--- src/rtl/conv_pkg.sv ---
// rtl/conv_pkg.sv - shared sizes, state encoding and window-bound helpers for the convolution operand feeder
//
// Contents:
//   DATA_W, SIG_DEPTH, KER_DEPTH : default operand width and buffer depths
//   state_t                      : sequencer states IDLE, RUN, FINISH
//   kFirst / kLast               : first and last kernel tap of output window n

package conv_pkg;

    localparam int DATA_W    = 8;
    localparam int SIG_DEPTH = 16;
    localparam int KER_DEPTH = 8;

    typedef enum logic [1:0] {
        IDLE   = 2'd0,
        RUN    = 2'd1,
        FINISH = 2'd2
    } state_t;

    // max(0, n - sigLen + 1); computed as (n + 1) - sigLen to stay unsigned
    function automatic logic [2:0] kFirst(input logic [4:0] n, input logic [4:0] sigLen);
        logic [5:0] nPlus1;
        nPlus1 = {1'b0, n} + 6'd1;
        if (nPlus1 > {1'b0, sigLen}) begin
            return 3'(nPlus1 - {1'b0, sigLen});
        end
        return 3'd0;
    endfunction

    // min(n, kerLen - 1)
    function automatic logic [2:0] kLast(input logic [4:0] n, input logic [3:0] kerLen);
        logic [4:0] kerMax;
        kerMax = {1'b0, kerLen} - 5'd1;
        if (n < kerMax) begin
            return 3'(n);
        end
        return 3'(kerMax);
    endfunction

endpackage

--- src/rtl/conv_operand_ram.sv ---
// rtl/conv_operand_ram.sv - operand buffer with synchronous write and combinational read
//
// Ports:
//   Clk     in  write clock
//   WrEn    in  write strobe
//   WrAddr  in  write address
//   WrData  in  write data
//   RdAddr  in  read address
//   RdData  out read data (combinational)
//
// Contents are deliberately not reset; they persist until rewritten.

module conv_operand_ram #(
    parameter int DATA_W = conv_pkg::DATA_W,
    parameter int DEPTH  = conv_pkg::SIG_DEPTH,
    parameter int ADDR_W = $clog2(DEPTH)
) (
    input  logic              Clk,
    input  logic              WrEn,
    input  logic [ADDR_W-1:0] WrAddr,
    input  logic [DATA_W-1:0] WrData,
    input  logic [ADDR_W-1:0] RdAddr,
    output logic [DATA_W-1:0] RdData
);

    logic [DATA_W-1:0] mem [DEPTH];

    always_ff @(posedge Clk) begin
        if (WrEn) begin
            mem[WrAddr] <= WrData;
        end
    end

    assign RdData = mem[RdAddr];

endmodule

--- src/rtl/conv_operand_feeder.sv ---
// rtl/conv_operand_feeder.sv - sequences signal/kernel operand pairs for a 1-D convolution MAC
//
// Ports:
//   Clk, Reset        in  clock, asynchronous active-high reset
//   LoadSig, LoadKer  in  write LoadData into signal[LoadAddr] / kernel[LoadAddr[2:0]] (ignored while Busy)
//   LoadAddr, LoadData in buffer write address and data
//   SigLen, KerLen    in  run lengths (1..16, 1..8), latched when Start is accepted
//   Start             in  begin a run (ignored while Busy or with an illegal length)
//   Stall             in  freeze sequencing and outputs while high in RUN
//   Busy              out run in progress (RUN and FINISH)
//   x, y              out signal[n-k] and kernel[k]
//   XYValid           out x/y pair valid
//   AccumReset        out first pair of output window n
//   WindowLast        out last pair of output window n
//   OutIndex          out output sample index n
//   Done              out one-cycle pulse after the final pair

module conv_operand_feeder #(
    parameter int DATA_W    = conv_pkg::DATA_W,
    parameter int SIG_DEPTH = conv_pkg::SIG_DEPTH,
    parameter int KER_DEPTH = conv_pkg::KER_DEPTH
) (
    input  logic              Clk,
    input  logic              Reset,
    input  logic              LoadSig,
    input  logic              LoadKer,
    input  logic [3:0]        LoadAddr,
    input  logic [DATA_W-1:0] LoadData,
    input  logic [4:0]        SigLen,
    input  logic [3:0]        KerLen,
    input  logic              Start,
    input  logic              Stall,
    output logic              Busy,
    output logic [DATA_W-1:0] x,
    output logic [DATA_W-1:0] y,
    output logic              XYValid,
    output logic              AccumReset,
    output logic              WindowLast,
    output logic [4:0]        OutIndex,
    output logic              Done
);

    import conv_pkg::*;

    localparam int SIG_AW = $clog2(SIG_DEPTH);
    localparam int KER_AW = $clog2(KER_DEPTH);

    state_t            state, stateNext;
    logic [4:0]        nCnt, nNext;
    logic [2:0]        kCnt, kNext;
    logic [4:0]        sigLenQ, sigLenNext;
    logic [3:0]        kerLenQ, kerLenNext;
    // set once the final pair has been issued; the next unstalled cycle ends the run
    logic              lastIssued, lastIssuedNext;

    logic              busyNext, doneNext, validNext, accumResetNext, windowLastNext;
    logic [DATA_W-1:0] xNext, yNext;
    logic [4:0]        outIndexNext;

    logic [SIG_AW-1:0] sigRdAddr;
    logic [KER_AW-1:0] kerRdAddr;
    logic [DATA_W-1:0] sigRdData, kerRdData;

    logic              lenOk;
    logic [2:0]        kLo, kHi;
    logic [4:0]        nFinal;
    logic [4:0]        nInc;

    // Buffers

    conv_operand_ram #(
        .DATA_W (DATA_W),
        .DEPTH  (SIG_DEPTH),
        .ADDR_W (SIG_AW)
    ) u_sigRam (
        .Clk    (Clk),
        .WrEn   (LoadSig && !Busy),
        .WrAddr (SIG_AW'(LoadAddr)),
        .WrData (LoadData),
        .RdAddr (sigRdAddr),
        .RdData (sigRdData)
    );

    conv_operand_ram #(
        .DATA_W (DATA_W),
        .DEPTH  (KER_DEPTH),
        .ADDR_W (KER_AW)
    ) u_kerRam (
        .Clk    (Clk),
        .WrEn   (LoadKer && !Busy),
        .WrAddr (KER_AW'(LoadAddr)),
        .WrData (LoadData),
        .RdAddr (kerRdAddr),
        .RdData (kerRdData)
    );

    // Window arithmetic for the pair held in the counters

    assign sigRdAddr = SIG_AW'(nCnt - {2'b00, kCnt});
    assign kerRdAddr = KER_AW'(kCnt);

    assign lenOk  = (SigLen != 5'd0) && (SigLen <= 5'd16) && (KerLen != 4'd0) && (KerLen <= 4'd8);
    assign kLo    = kFirst(nCnt, sigLenQ);
    assign kHi    = kLast(nCnt, kerLenQ);
    assign nFinal = 5'(sigLenQ + {1'b0, kerLenQ} - 5'd2);
    assign nInc   = 5'(nCnt + 5'd1);

    // Next-state and next-output logic; every output is registered below

    always_comb begin
        stateNext      = state;
        nNext          = nCnt;
        kNext          = kCnt;
        sigLenNext     = sigLenQ;
        kerLenNext     = kerLenQ;
        lastIssuedNext = lastIssued;
        busyNext       = Busy;
        doneNext       = 1'b0;
        xNext          = '0;
        yNext          = '0;
        validNext      = 1'b0;
        accumResetNext = 1'b0;
        windowLastNext = 1'b0;
        outIndexNext   = 5'd0;

        case (state)
            IDLE: begin
                if (Start && lenOk) begin
                    stateNext      = RUN;
                    busyNext       = 1'b1;
                    sigLenNext     = SigLen;
                    kerLenNext     = KerLen;
                    nNext          = 5'd0;
                    kNext          = 3'd0;
                    lastIssuedNext = 1'b0;
                end
            end

            RUN: begin
                if (Stall) begin
                    // Hold the presented pair; the downstream MAC gates on Stall
                    xNext          = x;
                    yNext          = y;
                    validNext      = XYValid;
                    accumResetNext = AccumReset;
                    windowLastNext = WindowLast;
                    outIndexNext   = OutIndex;
                end else if (lastIssued) begin
                    stateNext = FINISH;
                    doneNext  = 1'b1;
                end else begin
                    xNext          = sigRdData;
                    yNext          = kerRdData;
                    validNext      = 1'b1;
                    accumResetNext = (kCnt == kLo);
                    windowLastNext = (kCnt == kHi);
                    outIndexNext   = nCnt;
                    if (kCnt == kHi) begin
                        if (nCnt == nFinal) begin
                            lastIssuedNext = 1'b1;
                        end else begin
                            nNext = nInc;
                            kNext = kFirst(nInc, sigLenQ);
                        end
                    end else begin
                        kNext = 3'(kCnt + 3'd1);
                    end
                end
            end

            FINISH: begin
                stateNext = IDLE;
                busyNext  = 1'b0;
            end

            default: begin
                stateNext = IDLE;
                busyNext  = 1'b0;
            end
        endcase
    end

    always_ff @(posedge Clk or posedge Reset) begin
        if (Reset) begin
            state      <= IDLE;
            nCnt       <= 5'd0;
            kCnt       <= 3'd0;
            sigLenQ    <= 5'd0;
            kerLenQ    <= 4'd0;
            lastIssued <= 1'b0;
            Busy       <= 1'b0;
            Done       <= 1'b0;
            x          <= '0;
            y          <= '0;
            XYValid    <= 1'b0;
            AccumReset <= 1'b0;
            WindowLast <= 1'b0;
            OutIndex   <= 5'd0;
        end else begin
            state      <= stateNext;
            nCnt       <= nNext;
            kCnt       <= kNext;
            sigLenQ    <= sigLenNext;
            kerLenQ    <= kerLenNext;
            lastIssued <= lastIssuedNext;
            Busy       <= busyNext;
            Done       <= doneNext;
            x          <= xNext;
            y          <= yNext;
            XYValid    <= validNext;
            AccumReset <= accumResetNext;
            WindowLast <= windowLastNext;
            OutIndex   <= outIndexNext;
        end
    end

endmodule
--- config.mk ---
export PLATFORM = sky130hd
export DESIGN_NAME = conv_operand_feeder
export DESIGN_NICKNAME = d
export VERILOG_FILES = /design/src/rtl/conv_pkg.sv /design/src/rtl/conv_operand_ram.sv /design/src/rtl/conv_operand_feeder.sv
export SDC_FILE = /design/constraint.sdc
export NUM_CORES = 1
export LEC_CHECK = 0
export BUFFER_PORTS_ARGS = -buffer_cell sky130_fd_sc_hd__clkbuf_2
export CORE_MARGIN = 8
export CORE_UTILIZATION = 50
export DETAILED_ROUTE_END_ITERATION = 16
export PLACE_DENSITY_LB_ADDON = 0.25
export SYNTH_ARGS = -nofsm -noshare
export SYNTH_HDL_FRONTEND = slang
export SYNTH_HIERARCHICAL = 1
export SYNTH_SLANG_ARGS = --single-unit
export TNS_END_PERCENT = 20
--- constraint.sdc ---
create_clock -name Clk -period 4.85 [get_ports Clk]
set_clock_uncertainty 0.2 [all_clocks]
set_input_delay 0.97 -clock Clk [delete_from_list [all_inputs] [get_ports Clk]]
set_output_delay 0.97 -clock Clk [all_outputs]
set_load 0.03 [all_outputs]
* Yosys cells after proc, flatten, opt, wreduce, memory -nomap -nowiden
Memory sizes are Yosys's and may differ from the RTL's. Index checks and enable logic that the tools add are counted.
Storage, ports and cells: register bits 46, memory bits (writable) 192, output and inout bits 26, logic and storage cells 123, memories kept 2
Memories:
- u_sigRam.mem | depth 16, bits a word 8, read ports 1, clocked after memory_dff 0, write ports 1, line conv_operand_ram.sv:26 | logic [DATA_W-1:0] mem [DEPTH];
- u_kerRam.mem | depth 8, bits a word 8, read ports 1, clocked after memory_dff 0, write ports 1, line conv_operand_ram.sv:26
Cells by class: $add $sub $neg 10, $lt $le $gt $ge 5, eq/ne operators 11, multiplexer cells 63, bitwise operators 1, reduce and logical (&&, ||, !) cells 17
Operator list (count):
- $mux W8 | 6
- $mux W5 | 8
- $mux W3 | 11
- $mux W1 | 30
- $add A5 B1 Y6 const B | 2
- $gt A6 B5 Y1 | 2
- $ne A2 B2 Y1 const B | 6
- $pmux W5 S2 | 1
- $eq A3 B3 Y1 | 2
- $logic_and A1 B1 Y1 | 6
- $mux W2 | 3
- $pmux W3 S2 | 1
- $reduce_and A3 Y1 | 2
- $reduce_and A6 Y1 | 1
- $sub A3 B3 Y3 | 2
- $add A5 B1 Y5 const B | 1
- $add A5 B4 Y5 | 1
- $eq A5 B5 Y1 | 1
- $le A5 B5 Y1 const B | 1
- $lt A5 B5 Y1 | 1
- $reduce_and A5 Y1 | 1
- $reduce_bool A5 Y1 | 1
- $sub A4 B1 Y5 const B | 1
- $sub A5 B2 Y5 const B | 1
- other kinds (13) | 15

* Longest topological paths before layout
depth in word-level cells 15, depth in mapped cells 14

* Modules after synthesis
The synthesis kept the hierarchy.
By module, submodules not included:
- conv_operand_ram (u_sigRam) | times used 1, cells each 221, area an instance 4987.3 um2
- conv_operand_feeder | times used 1, cells each 304, area an instance 3081.7 um2
- conv_operand_ram (u_kerRam) | times used 1, cells each 106, area an instance 2531.2 um2

* Worst setup path after synthesis
No wires, ideal clock.
kind flip-flop to flip-flop, start register kerLenQ[0], end register kCnt[1], setup time 0.121 ns, data arrival time 2.997 ns, data required time 4.529 ns, slack 1.532 ns, stages on the path, launching flop included 12, path buffers 0, cells stage by stage dfrtp_1 > inv_1 > ha_1 > xor2_2 > inv_1 > ha_1 > a21oi_2 > a2111oi_1 > nor4b_4 > nor3_2 > mux2_2 > a22o_1
On the way: cells in the longest elaborated chain, start to end 9, elaborated cells on any way between the ends 14, those cells by class add/sub: 3; order compare: 1; eq/ne: 3; mux: 6; reduce/logical: 1
RTL lines:
- start, declared | line conv_operand_feeder.sv:52 | logic [3:0] kerLenQ, kerLenNext;
- start signal, assigned | line conv_operand_feeder.sv:204 | kerLenQ <= kerLenNext;
- $sub A4 B1 Y5 | line conv_pkg.sv:33 | kerMax = {1'b0, kerLen} - 5'd1;
- $lt A5 B5 Y1 | line conv_pkg.sv:34 | if (n < kerMax) begin
- $mux W1 | line conv_pkg.sv:34
- $mux W3 | line conv_pkg.sv:37 | return 3'(kerMax);
- $eq A3 B3 Y1 | line conv_operand_feeder.sv:158 | if (kCnt == kHi) begin
- $mux W3 | line conv_operand_feeder.sv:158
- $mux W3 | line conv_operand_feeder.sv:148 | end else if (lastIssued) begin
- $mux W3 | line conv_operand_feeder.sv:140 | if (Stall) begin
- $pmux W3 S2 | line conv_operand_feeder.sv:126 | case (state)
- end signal, assigned | line conv_operand_feeder.sv:202 | kCnt <= kNext;
- end, declared | line conv_operand_feeder.sv:50 | logic [2:0] kCnt, kNext;
Parallel ways exist; a longest one is shown, timed or not. The select of a mux whose other input is x is not followed. A chain may end at the register's enable or synchronous reset.

* Worst setup path in the final report
Same ends and word-level chain as after synthesis.

==> results.toml <==
[cts]
cts_buffers = 25
ctsRootBufferMaster = "clkbuf_16"
cts_tree = "done"
cts_hold_buf = 0
cts_setup_buffers = 0
htree_levels = 1
path_clk_slew_ps = 60
insertion_delay_ps = 520
ctsResizeCount = 0
cts_buffer_depth = 3
clock-sinks = 238

[setup_path]
critPathArrivalTime_ps = 3890
end_kind = "flip-flop"
crit_path_start_kind = "flip-flop"
r2r_cells = 11
worstPathMaxFanout = 7
cp.required_ps = 5050
worstSetupPathType = "reg2reg"

[final_layout]
diodes = 0
nFillCells = 1587
syn_to_final_growth_pct = 12.3
nNetsFinal = 754
final_layout_size_suffix_gt1_share_pct = 20.8

[die]
die-area_sq_mm = 0.0261
io_pins = 53
rows = 53
die_h_um = 162
core_area_sq_mm = 0.0209
initial_utilization_pct = 50.7
dieWidth_um = 162

[timing]
rsz0062_at_grt = "false"
hold_violations = 0
setup_slack_ps = 1160
min_period_over_period_pct = 76.1
setup_tns_ps = 0
slew_viol_final = 0
max_slew_margin_pct = 17.6
period_minus_slack_ps = 3690
finalSetupViolations = 0
tightest_slew_ps = 1230
fmax_mhz = 271

[global_routing]
grt_pass1_vias = 6007
gr-usage-all-layers_pct = 17.3
grt_pass1_wl_um = 35300
grt_max_degree = 47
antenna_found_initial = 0
globalRouteOverflowTotal = 0

[synth]
async_reset_ff_share_pct = 19.3
synth_top_area_share_pct = 54.4
ys_top_cells_by_count = "edfxtp_1 (192), dfrtp_1 (46), nand2_1 (32), ha_1 (29), mux4_1 (29)"
synth_cell_types = 64
synth_warnings = 6
yosysSeqAreaShare_pct = 65.3
syn_nets = 691
avgSynthCellArea_sq_um = 16.8
yosys-top-cells-area = "edfxtp_1 (54%), dfrtp_1 (11%), mux4_1 (7.2%), mux4_2 (4.0%), ha_1 (3.4%)"
synth_cells = 631
synth_largest_area_cell = "edfxtp_1"
ys.flop_type = "edfxtp_1"
synth-edff-count = 192
synth_most_common_cell = "edfxtp_1"
synth_area_sq_mm = 0.0106
synth_seq_cells = 238

[placed_design]
port_buffers = 52
place_congestion = 0.898
hpwl_um = 14800
dpl_worst_slack_ps = 1180

[routing]
drt-initial-drc-count = 478
vias_per_cell = 5.92
first_pass_iters = 5
avgRoutedWirePerCell_um = 22.6
wl_um = 22300
vias = 5841
drc = 0
antenna_left = 0

[power]
powerDensity_mw_per_mm2 = 622
vdd_drop_max_uv = 443
swShare_pct = 35.7
power_frac_comb_pct = 40.6
switchingPower_w = 0.00264
total_leakage_power_nw = 4.35
power_frac_seq_pct = 34.1
clkPwrFrac_pct = 25.3
internal-power_w = 0.00476

[run_status]
run_status = "complete, no violations"

[run]
maxCapViolations = 0

[min_path]
hold_class = "reg2reg"
hold_depth = 1
layout make-up:
class / count / area [sq um] / share of cell area, %
clock buffer: 28 / 637 / 5.35
clock inverter: 16 / 161 / 1.36
inverter: 29 / 109 / 0.915
multi-input combinational: 338 / 3400 / 28.6
sequential: 238 / 6920 / 58.1
tap: 275 / 344 / 2.89
timing repair buffer: 62 / 335 / 2.82
per-layer routing:
metal  track usage (%)  vias to the layer above  routed length (um)
met4              4.25                        0                 429
met2              27.8                      224               10700
li1                  -                     2631                   -
met1              23.7                     2955                9520
met5                 0                        -                   0
met3              3.69                       31                1720
cell usage in the layout, fill, tap and decap left out, types with 16 or more instances in the layout:
cell	count
a22o_1	26
a22oi_1	16
clkbuf_16	25
clkbuf_2	52
dfrtp_1	46
edfxtp_1	192
ha_1	29
inv_1	25
mux4_1	29
mux4_2	19
nand2_1	32
nor2_1	27
metrics by stage:
stage | cells | hold slack (ps) | power (W) | area (sq um) | util (%)
after floorplan | 631 | 247 | 0.00490 | 10600 | -
after global placement | 942 | 258 | 0.00554 | 11100 | 53.2
after detailed placement | 942 | 265 | 0.00558 | 11100 | 53.2
after CTS | 986 | 279 | 0.00747 | 11900 | 57.0
after global routing | 986 | 324 | 0.00785 | 11900 | 57.0
final | 986 | 278 | 0.00740 | 11900 | 57.0
power groups by stage:
stage	Combinational (W)	Clock, W	Sequential, W
after floorplan	0.00236	0	0.00254
after global routing	0.00331	0.00199	0.00254
final	0.00300	0.00187	0.00253
after detailed placement	0.00301	0	0.00257
after global placement	0.00298	0	0.00257
after CTS	0.00303	0.00191	0.00253
worst max-delay path, stage by stage, from the launching register on:
cell and delay [ps]:
dfrtp_1 470, inv_1 120, ha_1 250, xor2_2 230, inv_1 120, ha_1 360
a21oi_2 130, a2111oi_1 600, nor4b_4 140, nor3_2 350, mux2_2 380, a22o_1 210
worst paths after layout:
kind / startpoint / to / slack, ps
hold / removal: XYValid$_DFFE_PP0N_ / XYValid$_DFFE_PP0N_ / 280
max in group asynchronous: Reset / y[5]$_DFFE_PP0N_ / 3340
setup reg to reg: kerLenQ[0]$_DFFE_PP0P_ / kCnt[1]$_DFFE_PP0P_ / 1160
setup / recovery: kerLenQ[0]$_DFFE_PP0P_ / kCnt[1]$_DFFE_PP0P_ / 1160
hold reg to reg: XYValid$_DFFE_PP0N_ / XYValid$_DFFE_PP0N_ / 280
min in group asynchronous: Reset / nCnt[1]$_DFFE_PP0P_ / 480
kinds of logic after synthesis:
family	Yosys count	synth area share (%)
AO/OA/AOI/OAI	98	7.13
XOR/XNOR	23	1.97
adder cells (fa/ha/maj)	33	4.18
buffers and inverters	55	2.75
flip-flops	238	65.3
multiplexers	60	12.5
AND/OR/NAND/NOR	124	6.20
state kept, by name, summed over array words and instances, names as in the netlist, 2 cells and up:
register      count
y                 8
u_kerRam/mem     64
sigLenQ           5
kCnt              3
kerLenQ           4
x                 8
state             2
u_sigRam/mem    128
OutIndex          5
nCnt              5
Power figures use the tool's default switching activity.
